## src/rtl/round_robin_arbiter_if.sv

```systemverilog
// rtl/round_robin_arbiter_if.sv - request/grant bundle between requesters and the round-robin arbiter
//
// Signals
//   req          requesters -> arbiter  WIDTH  per-requester request level
//   release_in   requesters -> arbiter  1      current owner is done with the resource
//   flush        requesters -> arbiter  1      drop the current grant without a release
//   grant        arbiter -> requesters  WIDTH  one-hot registered grant, zero when idle
//   grant_index  arbiter -> requesters  IW     binary index of grant, zero when idle
//   grant_valid  arbiter -> requesters  1      |grant
//   busy         arbiter -> requesters  1      resource is owned
// Modports
//   master  requester side (drives req/release_in/flush)
//   slave   arbiter side (drives grant/grant_index/grant_valid/busy)

interface round_robin_arbiter_if #(
    parameter int WIDTH = 4
);
    // Index width; collapses to a single bit for a one-requester lock.
    localparam int IW = ($clog2(WIDTH) > 1) ? $clog2(WIDTH) : 1;

    logic [WIDTH-1:0] req;
    logic             release_in;
    logic             flush;
    logic [WIDTH-1:0] grant;
    logic [IW-1:0]    grant_index;
    logic             grant_valid;
    logic             busy;

    modport master (
        output req,
        output release_in,
        output flush,
        input  grant,
        input  grant_index,
        input  grant_valid,
        input  busy
    );

    modport slave (
        input  req,
        input  release_in,
        input  flush,
        output grant,
        output grant_index,
        output grant_valid,
        output busy
    );
endinterface

```

## src/rtl/round_robin_arbiter.sv

```systemverilog
// rtl/round_robin_arbiter.sv - sticky round-robin arbiter granting one shared resource to WIDTH requesters
//
// Parameters
//   WIDTH  number of requesters, power of two, >= 1
// Ports
//   clk    clock, all state changes on the rising edge
//   rst    synchronous reset, active-high
//   bus    round_robin_arbiter_if.slave: req/release_in/flush in, grant/grant_index/grant_valid/busy out
//
// A grant, once awarded, is held until the owner pulses release_in or flush
// drops it. The priority pointer always points one past the most recent
// winner, so the previous owner is searched last on the next arbitration.

module round_robin_arbiter #(
    parameter int WIDTH = 4
) (
    input  logic                 clk,
    input  logic                 rst,
    round_robin_arbiter_if.slave bus
);
    localparam int IW = ($clog2(WIDTH) > 1) ? $clog2(WIDTH) : 1;

    typedef enum logic {
        IDLE = 1'b0,
        BUSY = 1'b1
    } state_t;

    state_t           state_q;
    state_t           state_d;
    logic [WIDTH-1:0] grant_q;
    logic [WIDTH-1:0] grant_d;
    logic [IW-1:0]    index_q;
    logic [IW-1:0]    index_d;
    logic [IW-1:0]    ptr_q;
    logic [IW-1:0]    ptr_d;

    logic             any_req;
    logic             win_found;
    logic [IW-1:0]    win_idx;
    logic [IW-1:0]    win_next;
    logic [IW-1:0]    cand;
    logic             award;
    logic             drop;

    assign any_req = |bus.req;

    // Winner search: walk ptr, ptr+1, ... modulo WIDTH and take the first
    // requester found. The modulo keeps WIDTH==1 pinned to index 0 even
    // though the index is one bit wide there.
    always_comb begin
        win_found = 1'b0;
        win_idx   = '0;
        cand      = '0;
        for (int i = 0; i < WIDTH; i++) begin
            cand = IW'((int'(ptr_q) + i) % WIDTH);
            if (!win_found && bus.req[cand]) begin
                win_found = 1'b1;
                win_idx   = cand;
            end
        end
    end

    assign win_next = IW'((int'(win_idx) + 1) % WIDTH);

    // Event decode shared by next-state and output logic. flush outranks
    // release_in, and release_in in IDLE is simply ignored.
    assign award = !bus.flush && any_req &&
                   ((state_q == IDLE) || bus.release_in);
    assign drop  = bus.flush ||
                   ((state_q == BUSY) && bus.release_in && !any_req);

    // State register together with the grant/pointer datapath registers.
    always_ff @(posedge clk) begin
        if (rst) begin
            state_q <= IDLE;
            grant_q <= '0;
            index_q <= '0;
            ptr_q   <= '0;
        end else begin
            state_q <= state_d;
            grant_q <= grant_d;
            index_q <= index_d;
            ptr_q   <= ptr_d;
        end
    end

    // Next-state logic.
    always_comb begin
        state_d = state_q;
        case (state_q)
            IDLE: begin
                if (award) begin
                    state_d = BUSY;
                end
            end
            BUSY: begin
                if (drop) begin
                    state_d = IDLE;
                end
            end
            default: state_d = IDLE;
        endcase
    end

    // Output logic: next grant, index and pointer. Back-to-back re-arbitration
    // on release loads the new winner in the same edge, with no idle bubble.
    always_comb begin
        grant_d = grant_q;
        index_d = index_q;
        ptr_d   = ptr_q;
        if (drop) begin
            grant_d = '0;
            index_d = '0;
        end else if (award) begin
            grant_d          = '0;
            grant_d[win_idx] = 1'b1;
            index_d          = win_idx;
            ptr_d            = win_next;
        end
    end

    assign bus.grant       = grant_q;
    assign bus.grant_index = index_q;
    assign bus.grant_valid = |grant_q;
    assign bus.busy        = (state_q == BUSY);

endmodule

```

## src/flat_wrapper.sv

```systemverilog
// flat-port wrapper written by rule: the top's interface ports become plain ports
module round_robin_arbiter_flat 
#(
    parameter int WIDTH = 4
)
  (clk, rst, bus_req, bus_release_in, bus_flush, bus_grant, bus_grant_index, bus_grant_valid, bus_busy);
  round_robin_arbiter_if #(.WIDTH(WIDTH)) bus_i ();
  input  logic clk;
  input  logic rst;
  input wire logic [$bits(bus_i.req)-1:0] bus_req;
  input wire logic [$bits(bus_i.release_in)-1:0] bus_release_in;
  input wire logic [$bits(bus_i.flush)-1:0] bus_flush;
  output wire logic [$bits(bus_i.grant)-1:0] bus_grant;
  output wire logic [$bits(bus_i.grant_index)-1:0] bus_grant_index;
  output wire logic [$bits(bus_i.grant_valid)-1:0] bus_grant_valid;
  output wire logic [$bits(bus_i.busy)-1:0] bus_busy;
  assign bus_i.req = bus_req;
  assign bus_i.release_in = bus_release_in;
  assign bus_i.flush = bus_flush;
  assign bus_grant = bus_i.grant;
  assign bus_grant_index = bus_i.grant_index;
  assign bus_grant_valid = bus_i.grant_valid;
  assign bus_busy = bus_i.busy;
  round_robin_arbiter #(.WIDTH(WIDTH)) u_core (.clk(clk), .rst(rst), .bus(bus_i));
endmodule
```

## config.mk

```make
export PLATFORM = sky130hd
export DESIGN_NAME = round_robin_arbiter_flat
export DESIGN_NICKNAME = d
export VERILOG_FILES = /design/src/rtl/round_robin_arbiter_if.sv /design/src/rtl/round_robin_arbiter.sv /design/src/flat_wrapper.sv
export SDC_FILE = /design/constraint.sdc
export NUM_CORES = 1
export LEC_CHECK = 0
export CORE_AREA = 2 2 39 41
export CTS_BUF_LIST = sky130_fd_sc_hd__clkbuf_8
export DETAILED_ROUTE_END_ITERATION = 6
export DIE_AREA = 0 0 41 43
export PLACE_DENSITY = 0.65
export SYNTH_ARGS = -nofsm -noshare
export SYNTH_HDL_FRONTEND = slang
export SYNTH_SLANG_ARGS = --single-unit
export TNS_END_PERCENT = 10
```

## constraint.sdc

```tcl
create_clock -name clk -period 3.71 [get_ports clk]
set_clock_uncertainty 0.05 [all_clocks]
set_input_delay 0.9275 -clock clk [delete_from_list [all_inputs] [get_ports clk]]
set_output_delay 0.9275 -clock clk [all_outputs]
set_load 0.1 [all_outputs]
```

==> metrics.sh <==
MAXCAPVIOLATIONS=0
BUFFERS_FROM_CLOCK_ROOT_TO_SINK_AT_MOST=2
SLEW-LIMIT-HEADROOM=0.353
PORTBUFFERS=15
FINAL-SETUP-VIOL-COUNT=0
INITIAL_UTILIZATION=0.343
DR_TOTAL_VIAS=446
SINK_COUNT=9
DESIGN_AREA_UM2=684
CTS.REPAIR.RESIZED=0
WORST_EP_REQUIRED_TIME_NS=2.73
HOLDBUFCOUNTCTS=0
POWER.DENSITY_nW_PER_UM2=433
POST-SYNTH-TOP-AREA-FRACTION=0.380
AREAGROWTHSYNTHTOFINISH_PCT=44.3
TOTAL_WIRELENGTH_OF_THE_DETAILED_ROUTED_DESIGN_UM=994
GRT_FIRST_PASS_WIRELENGTH_UM=1590
MIN_PERIOD_OVER_PERIOD=0.806
GRT_PASS1_VIAS=399
REG2REG_SLACK_NS=2.01
SYNTH_CELL_TYPE_COUNT=28
WORST_SETUP_PATH_END_KIND='output port'
SYNTH_EDF_COUNT=0
YOSYS-TOP-CELLS-COUNT='sky130_fd_sc_hd__dfxtp_1, sky130_fd_sc_hd__nand2_1, sky130_fd_sc_hd__a21oi_1, sky130_fd_sc_hd__nor2b_1, sky130_fd_sc_hd__o32ai_1'
GLOBALROUTEOVERFLOWTOTAL=0
WORST_PATH_SLOWEST_CELL='sky130_fd_sc_hd__clkdlybuf4s50_1'
WORSTHOLDSTART='u_core.bus.grant_index[1]'
NUMBER_OF_ITERATIONS_IN_THE_FIRST_DETAILED_ROUTING_PASS=4
WORSTPATHCELLLIST='or4_1 > clkdlybuf4s50_1'
TRACK_USAGE=0.134
SYNTH-XOR-AREA-SHARE=0
TIMING.CRITICAL_PATH.ARRIVAL_NS=2.01
PLACEDINSTANCEAREA_UM2=639
SYNTH-ASYNC-RESET-RATIO=0
SWITCHING_POWER_mW=0.0943
CLOCK-ROOT-BUFFER='sky130_fd_sc_hd__clkbuf_8'
SYNTH_SEQUENTIAL_AREA_RATIO=0.380
GLOBALPLACE.CONGESTION=0.735
CLK_PIN_SLEW_NS=0.05
POST-ROUTE-DRC-COUNT=0
WORST_HOLD_PATH.ENDPOINT='u_core.bus.grant_index[1]'
DIEHEIGHT_UM=43
GRT_MAX_DEGREE=9
CRITICAL_PATH.REG2REG.STARTPOINT='u_core.ptr_q[0]'
SYN_AREA_PER_CELL_UM2=8.95
GRT_ANTENNA_BEFORE_REPAIR=0
SYNTH.FF_LATCH_COUNT=9
PLACEABLECOREAREA_UM2=1380
STD_CELL_ROWS=14
WL_PER_CELL_UM=11.4
YOSYSWARNINGS=0
INTPOWER_mW=0.202
CTS_TREE='built'
IO-PIN-COUNT=16
RR_WORST_DEPTH=6
SYNTH_SIMPLE_GATE_AREA_SHARE=0.325
ANT_NETS=0
PART_OF_THE_POWER_IN_COMBINATIONAL_LOGIC=0.274
POST_SYNTH_INSTANCE_AREA_UM2=474
CTS_POST_SETUP_BUFFERS_INSERTED=0
CRITICAL_PATH_BUF_INV_COUNT=1
PERIOD_NEEDED_NS=2.99
SYNTH-COMPOUND-AREA-SHARE=0.235
FMAX_MHz=334
DRT-INITIAL-DRC-COUNT=5
CTS_BUFFERS=3
SETUP_TOTAL_NEGATIVE_SLACK_NS=0
SYNTH_TOP_FAMILY_BY_AREA='simple AND/OR/NAND/NOR gates'
YOSYS.AREA_SHARE.ADDER=0.0264
HOLD_PATH_DEPTH=2
POST_SYNTH_MUX_AREA_SHARE=0
WORST_R2R_ENDPOINT='u_core.ptr_q[1]'
MIN_PATH_TYPE='reg2reg'
HTREEDEPTH=1
YOSYS.CELL_COUNT.TOP_TYPE='sky130_fd_sc_hd__dfxtp_1'
CRIT_PATH_MAX_FANOUT=3
CP_DELAY_BY_FAMILY_TOP='buffers and inverters'
SYN-NUM-NETS=62
FINAL_NET_COUNT=81
WORST_PIN_SLEW_NS=0.967
CLKPWRFRAC=0.368
FP.DIEAREA_UM2=1760
WORSTSETUPPATHTYPE='reg2out'
DETAIL_ROUTE.VIAS_PER_CELL=5.13
DIEWIDTH_UM=41
POWER.SHARE.SEQUENTIAL=0.358
SYNTH_FLOP_CELL='sky130_fd_sc_hd__dfxtp_1'
ANTENNADIODECOUNT=0
LAYOUT_CELLS_SIZED_ABOVE_1=0.155
AREA_CONTRIBUTORS_POST_SYNTH='sky130_fd_sc_hd__dfxtp_1, sky130_fd_sc_hd__nand2_1, sky130_fd_sc_hd__o32ai_1'
LEAKAGE_nW=0.257
CP_SLOWEST_STAGE_DELAY_NS=0.98
SYNTHCELLS=53
IR_DROP_mV=0.204
RUN_STATUS='finished clean'
POST-SYNTH-TOP-AREA-CELL='sky130_fd_sc_hd__dfxtp_1'
NETSWITCHINGFRACTION=0.318
WORST_SKEW_PAIR.LATE_LATENCY_NS=0.23
RSZ0062_AT_GRT='false'
FINALHOLDVIOLCOUNT=0
CRITPATHLAUNCHTYPE='flip-flop'
POWER.TOTAL_mW=0.296
FINALMAXSLEWVIOLATIONS=0
DP_HPWL_UM=762
==> worst max path at each step <==
stage | start | to | depth (start not counted)
after floorplan | u_core.bus.grant[3] | bus_grant_valid | 1
after global placement | bus_req[3] | u_core.ptr_q[1] | 7
after detailed placement | bus_req[3] | u_core.ptr_q[1] | 7
after CTS | u_core.bus.grant[3] | bus_grant_valid | 2
after global routing | u_core.bus.grant[3] | bus_grant_valid | 2
final | u_core.bus.grant[3] | bus_grant_valid | 2
==> cells in the final DEF, fill, tap and decap left out, types with 2 or more instances in the layout <==
cell type                          n
sky130_fd_sc_hd__clkbuf_8          3
sky130_fd_sc_hd__a21oi_1           3
sky130_fd_sc_hd__inv_1             3
sky130_fd_sc_hd__a211oi_1          2
sky130_fd_sc_hd__nor2b_1           3
sky130_fd_sc_hd__nor2_1            2
sky130_fd_sc_hd__nand2_1           8
sky130_fd_sc_hd__dfxtp_1           9
sky130_fd_sc_hd__and2b_1           2
sky130_fd_sc_hd__clkdlybuf4s50_1  15
sky130_fd_sc_hd__o32ai_1           3
==> worst min-delay path: stages (launching register included) <==
cell and delay (ns):
sky130_fd_sc_hd__dfxtp_1 0.30, sky130_fd_sc_hd__nand2_1 0.05, sky130_fd_sc_hd__a21oi_1 0.05
==> per-layer routing <==
| layer | share of wire | GRT usage |
|---|---|---|
| met3 | 0.063 | 0.0471 |
| met1 | 0.47 | 0.179 |
| met4 | 0.012 | 0.0800 |
| met5 | 0 | 0 |
| met2 | 0.45 | 0.178 |
==> sequential cells by signal, indices dropped and copies added (netlist names) <==
register,count
u_core.bus.grant,4
u_core.ptr_q,2
u_core.bus.busy,1
u_core.bus.grant_index,2
==> kinds of logic after synthesis <==
family          count (synthesis)
compound gates                 14
simple gates                   25
flops                           9
fa+ha+maj                       1
buf+inv                         4
==> area by class of cell <==
type,count,area [µm²]
multi-input combinational,40,278
inverter,3,11.3
timing repair buffer,15,150
tap,16,20.0
clock inverter,1,3.75
sequential,9,180
fill,142,699
clock buffer,3,41.3
==> per-stage QoR <==
stage	worst slack (ns)	instances	util	hold slack, ns
floorplan	0.956	53	-	0.427
global placement	0.921	83	0.462	0.394
detailed placement	0.906	83	0.462	0.404
CTS	0.712	87	0.495	0.411
global route	0.657	87	0.495	0.427
finish	0.719	87	0.495	0.406
==> power groups by stage <==
| stage | Combinational, mW | Clock (mW) | Sequential (mW) |
|---|---|---|---|
| 2_1_floorplan | 0.0387 | 0 | 0.127 |
| 3_3_place_gp | 0.0804 | 0 | 0.108 |
| 3_5_place_dp | 0.0803 | 0 | 0.108 |
| 4_1_cts | 0.0812 | 0.113 | 0.106 |
| 5_1_grt | 0.0868 | 0.119 | 0.107 |
| 6_report | 0.0811 | 0.109 | 0.106 |
(Power assumes the default switching activity.)
